## config.mk

```make
export PLATFORM = sky130hd
export DESIGN_NAME = subtrator_serial
export DESIGN_NICKNAME = d
export VERILOG_FILES = /design/src/rtl/subtrator_serial.sv
export SDC_FILE = /design/constraint.sdc
export NUM_CORES = 1
export LEC_CHECK = 0
export BUFFER_PORTS_ARGS = -buffer_cell sky130_fd_sc_hd__buf_2
export CAP_MARGIN = 5
export CORE_MARGIN = 1.5
export CORE_UTILIZATION = 49
export CTS_BUF_LIST = sky130_fd_sc_hd__clkbuf_16
export DETAILED_ROUTE_END_ITERATION = 10
export GPL_TIMING_DRIVEN = 0
export PLACE_DENSITY = 0.82
export SYNTH_ARGS = -nofsm -noshare
export SYNTH_HDL_FRONTEND = slang
export SYNTH_SLANG_ARGS = --single-unit
```

## constraint.sdc

```tcl
create_clock -name clk -period 1.7 [get_ports clk]
set_clock_uncertainty 0.15 [all_clocks]
set_input_delay 0.255 -clock clk [delete_from_list [all_inputs] [get_ports clk]]
set_output_delay 0.255 -clock clk [all_outputs]
set_load 0.1 [all_outputs]
```

## src/rtl/subtrator_serial.sv

```systemverilog
// Bit-serial subtractor: R = A - B - Bin, one bit per clock, LSB first.
// A start in IDLE or DONE latches the operands. N SHIFT cycles follow. The last
// SHIFT edge enters DONE and loads R, Bout, Z and V together.
// done is a registered pulse one edge after DONE. It is high in the cycle
// after edge k+N+1 when start was accepted at edge k. The results are already
// stable by then and stay unchanged until the next DONE.
module subtrator_serial #(
   parameter int N = 8
) (
   input  logic         clk,
   input  logic         rst_n,
   input  logic         start,
   input  logic [N-1:0] A,
   input  logic [N-1:0] B,
   input  logic         Bin,
   output logic [N-1:0] R,
   output logic         Bout,
   output logic         Z,
   output logic         V,
   output logic         busy,
   output logic         done
);

   localparam int CW = $clog2(N + 1);

   typedef enum logic [1:0] {
      IDLE  = 2'd0,
      SHIFT = 2'd1,
      DONE  = 2'd2
   } state_t;

   state_t         state_q, state_d;
   logic [N-1:0]   a_q, a_d;
   logic [N-1:0]   b_q, b_d;
   logic [N-1:0]   res_q, res_d;
   logic           brw_q, brw_d;
   logic [CW-1:0]  cnt_q, cnt_d;
   // Operand sign bits, kept because the shift registers lose them.
   logic           a_msb_q, a_msb_d;
   logic           b_msb_q, b_msb_d;
   logic [N-1:0]   r_q, r_d;
   logic           bout_q, bout_d;
   logic           z_q, z_d;
   logic           v_q, v_d;
   logic           done_q, done_d;

   // One full-subtractor slice on the current LSBs.
   logic           a0, b0, diff_bit, brw_next;
   logic [N-1:0]   res_shifted;

   assign a0          = a_q[0];
   assign b0          = b_q[0];
   assign diff_bit    = a0 ^ b0 ^ brw_q;
   assign brw_next    = (~a0 & b0) | (~(a0 ^ b0) & brw_q);
   assign res_shifted = {diff_bit, res_q[N-1:1]};

   // Next-state, datapath and result-register logic.
   always_comb begin
      state_d = state_q;
      a_d     = a_q;
      b_d     = b_q;
      res_d   = res_q;
      brw_d   = brw_q;
      cnt_d   = cnt_q;
      a_msb_d = a_msb_q;
      b_msb_d = b_msb_q;
      r_d     = r_q;
      bout_d  = bout_q;
      z_d     = z_q;
      v_d     = v_q;
      done_d  = (state_q == DONE);

      case (state_q)
         IDLE, DONE: begin
            if (start) begin
               a_d     = A;
               b_d     = B;
               brw_d   = Bin;
               a_msb_d = A[N-1];
               b_msb_d = B[N-1];
               res_d   = '0;
               cnt_d   = '0;
               state_d = SHIFT;
            end else if (state_q == DONE) begin
               state_d = IDLE;
            end
         end
         SHIFT: begin
            res_d = res_shifted;
            a_d   = {1'b0, a_q[N-1:1]};
            b_d   = {1'b0, b_q[N-1:1]};
            brw_d = brw_next;
            cnt_d = cnt_q + CW'(1);
            if (cnt_q == CW'(N - 1)) begin
               state_d = DONE;
               r_d     = res_shifted;
               bout_d  = brw_next;
               z_d     = ~|res_shifted;
               v_d     = (a_msb_q != b_msb_q) && (res_shifted[N-1] != a_msb_q);
            end
         end
         default: state_d = IDLE;
      endcase
   end

   // State and register update with asynchronous clear.
   always_ff @(posedge clk or negedge rst_n) begin
      if (!rst_n) begin
         state_q <= IDLE;
         a_q     <= '0;
         b_q     <= '0;
         res_q   <= '0;
         brw_q   <= 1'b0;
         cnt_q   <= '0;
         a_msb_q <= 1'b0;
         b_msb_q <= 1'b0;
         r_q     <= '0;
         bout_q  <= 1'b0;
         z_q     <= 1'b0;
         v_q     <= 1'b0;
         done_q  <= 1'b0;
      end else begin
         state_q <= state_d;
         a_q     <= a_d;
         b_q     <= b_d;
         res_q   <= res_d;
         brw_q   <= brw_d;
         cnt_q   <= cnt_d;
         a_msb_q <= a_msb_d;
         b_msb_q <= b_msb_d;
         r_q     <= r_d;
         bout_q  <= bout_d;
         z_q     <= z_d;
         v_q     <= v_d;
         done_q  <= done_d;
      end
   end

   assign R    = r_q;
   assign Bout = bout_q;
   assign Z    = z_q;
   assign V    = v_q;
   assign busy = (state_q == SHIFT);
   assign done = done_q;

endmodule

```

==> run metrics <==
status=finished clean; Iter 0 DRT Violations=116; Post-Synth Adder-Cell Area=0.0275; crit path DAT=1.26 ns; worst-case reg-to-reg path depth=5; initial antenna violation count=0; # clock sinks=44; placed cell count=237; area post-placement=0.00213 sq mm; number of synthesized flops with an enable pin=0; CP peak stage delay=0.37 ns; I/O Buffers=32; Compound-Gate Fraction of Synth Area=0.119; area of the multi-input gates=711 sq um; Hold Path Origin=A[7]; Syn Area/Cell=12.2 sq um; # H-tree levels=2; Cell Area, Synth=0.00191 sq mm; DRC viols=0; first-pass GRT wire length=6560 microns; CP cell instances=nand2b_1, buf_6, inv_4, buf_12, buf_12; Area Growth Syn to Fin=26.0%; final instance area=0.00241 sq mm; area leader, netlist=dfrtp_1; critical path fanouts, max=4; final period utilization=0.982; Post-Synth XOR/XNOR Area=0.00458; WS Path Type=reg -> out; Max Transition Viols Final=0; Synth top area share=0.576; Pre-antenna DRT Iters=4; post-synthesis simple-gate area fraction=0.126; routed via count=1,397; die width=65.5 microns; CTS buffer count=5; total gr overflow=0; post-route minimum period=1.67 ns; cell count after synthesis=157; CTS tree=done; Finished Layout Cells=254; Crit path buffers/inverters=4; Worst path top cell family by delay=buffers and inverters; Yosys reg bits=44; mean number of vias per cell=5.50; fmax=599 MHz; CP most frequent cell=buf_12; startpoint types=flop; pin count of the biggest net entering global routing=45; antenna cells=0; Final #Nets=228; Hold Crit Depth=3; top-count cell post-synth=dfrtp_1; CP max-delay cell=dfrtp_1; GR Util All Layers=0.203; area of the core=0.00372 sq mm; Worst slew margin=0.360; sink of the worst hold path=a_msb_q; Worst setup EP type=output port; combinational family with the most area after synthesis=simple AND/OR/NAND/NOR gates; RR Endpoint=R[1]; Row Count=22; Worst R2R Start=cnt_q[1]; RSZ-0062 raised after global routing=true; Yosys cell types=29; Routed WL=3850 microns; DP HPWL=2540 microns; clock transition time at the flip-flop clock pins of the worst setup and hold paths=0.06 ns; final setup fails=0; vias in the first global route=1,383; layout cell share with drive strength beyond 1=0.345; die footprint=0.00429 sq mm; worst min-delay path category=in -> reg; maximum clock path buffer count=2; Filler cells=292; Commonest cells post-synth=dfrtp_1 (44), nand2_1 (23), a22oi_1 (12), nand3_1 (12), a22o_1 (10); Initial Util=0.515; async set or reset register ratio after synthesis=1.00; WL per Instance=15.2 microns; chip height=65.5 microns; antenna-violating nets left=0; data required time of the worst path=1.29 ns; Clock Latency Late Sink=0.28 ns; io pins=33; Synth Warn #=0; largest cells by area after synthesis=dfrtp_1 (58%), mux2_4 (5.5%), a22oi_1 (4.7%); Worst Tran Pin Value=0.960 ns; Mapped Nets=180; sequential element share of the synthesized area=0.576; Final Hold Fails=0; Post-synth top flop=dfrtp_1; Placer Congestion=0.753; max_cap viols=0; FF+latch area=0.00110 sq mm; Root Driver=clkbuf_16; R2R Setup Slk=0.05 ns; multiplexer share of the synthesized area=0.0876
==> tightest hold or removal path, delay by kind of cell <==
family / cells / cell delay, ns
AND/OR/NAND/NOR: 2 / 0.08
buffers and inverters: 1 / 0.09
==> layout by cell type, fill, tap and decap left out, types with 2 or more instances in the layout <==
master     netlist  final
a221o_1          3      3
a22o_1          10     10
a22oi_1         12     10
a22oi_2          0      2
buf_12           1      3
buf_2            3     34
buf_4            1      9
buf_6            3      2
clkbuf_1         4      3
clkbuf_16        0      5
dfrtp_1         44     44
fa_1             2      2
inv_1            6      4
mux2_2           2      2
mux2_4           7      7
mux2i_1          4      4
nand2_1         23     23
nand2b_1         3      3
nand3_1         12     12
nor2_1           3      3
nor2b_1          2      2
nor3_1           2      2
nor4_1           2      2
==> stage by stage <==
step	TNS (ns)	hold WS [ns]	util	worst slack, ns
global route	-0.262	0.0455	0.649	-0.0419
CTS	-0.00251	0.0234	0.641	-0.00251
global placement	-0.157	0.303	0.574	-0.157
detailed placement	-0.212	0.310	0.574	-0.190
finish	0	0.0325	0.649	0.0306
floorplan	0	-0.191	-	0.105
==> flip-flops by register name, summed over array words and instances (netlist names) <==
name and flops:
R 8, a_q 8, b_q 8, res_q 7, cnt_q 4, state_q 2, Bout 1, V 1
Z 1, a_msb_q 1, b_msb_q 1, brw_q 1, done 1
==> kinds of logic (layout without fill, tap and decap cells) <==
logic type / after synthesis / after routing
and+or+nand+nor: 50 / 50
DFF: 44 / 44
AOI/OAI and AO/OA: 28 / 28
buffers and inverters: 18 / 67
muxes: 13 / 13
adders and majority gates: 3 / 3
xor gates and xnor gates: 1 / 1
==> layout make-up <==
cell class                 instances  area share
buffer                            11      0.0389
clock buffer                       5      0.0519
clock inverter                     3      0.0176
inverter                           6      0.0104
multi-input combinational         95       0.295
sequential                        44       0.457
tap                               48      0.0249
timing repair buffer              42       0.105
==> worst max path at each step <==
stage | endpoint | cells past startpoint | from
4_1_cts | R[1] | 5 | cnt_q[1]
6_report | busy | 5 | state_q[1]
5_1_grt | R[0] | 5 | cnt_q[1]
3_5_place_dp | busy | 6 | state_q[1]
3_3_place_gp | busy | 6 | state_q[1]
2_1_floorplan | V | 4 | a_q[0]
==> metal layers <==
layer  global-route usage  wire [microns]  vias to the layer above
li1                     -               -                      649
met2                0.311            1840                       39
met1                0.281            1750                      702
met3               0.0445             195                        7
met4               0.0859              62                        0
met5                    0               0                        -
==> repair_timing <==
item                                    4_1_cts  5_1_grt
hold buffers                                  1        0
hold endpoints to repair                     14        0
buffers inserted                              7        2
resized for setup                             9        6
pin swaps                                     1        2
endpoints found under the setup margin        8       16
Power is not shown: default switching activity piles up to over one toggle a cycle in this logic, so the estimate is an artifact.
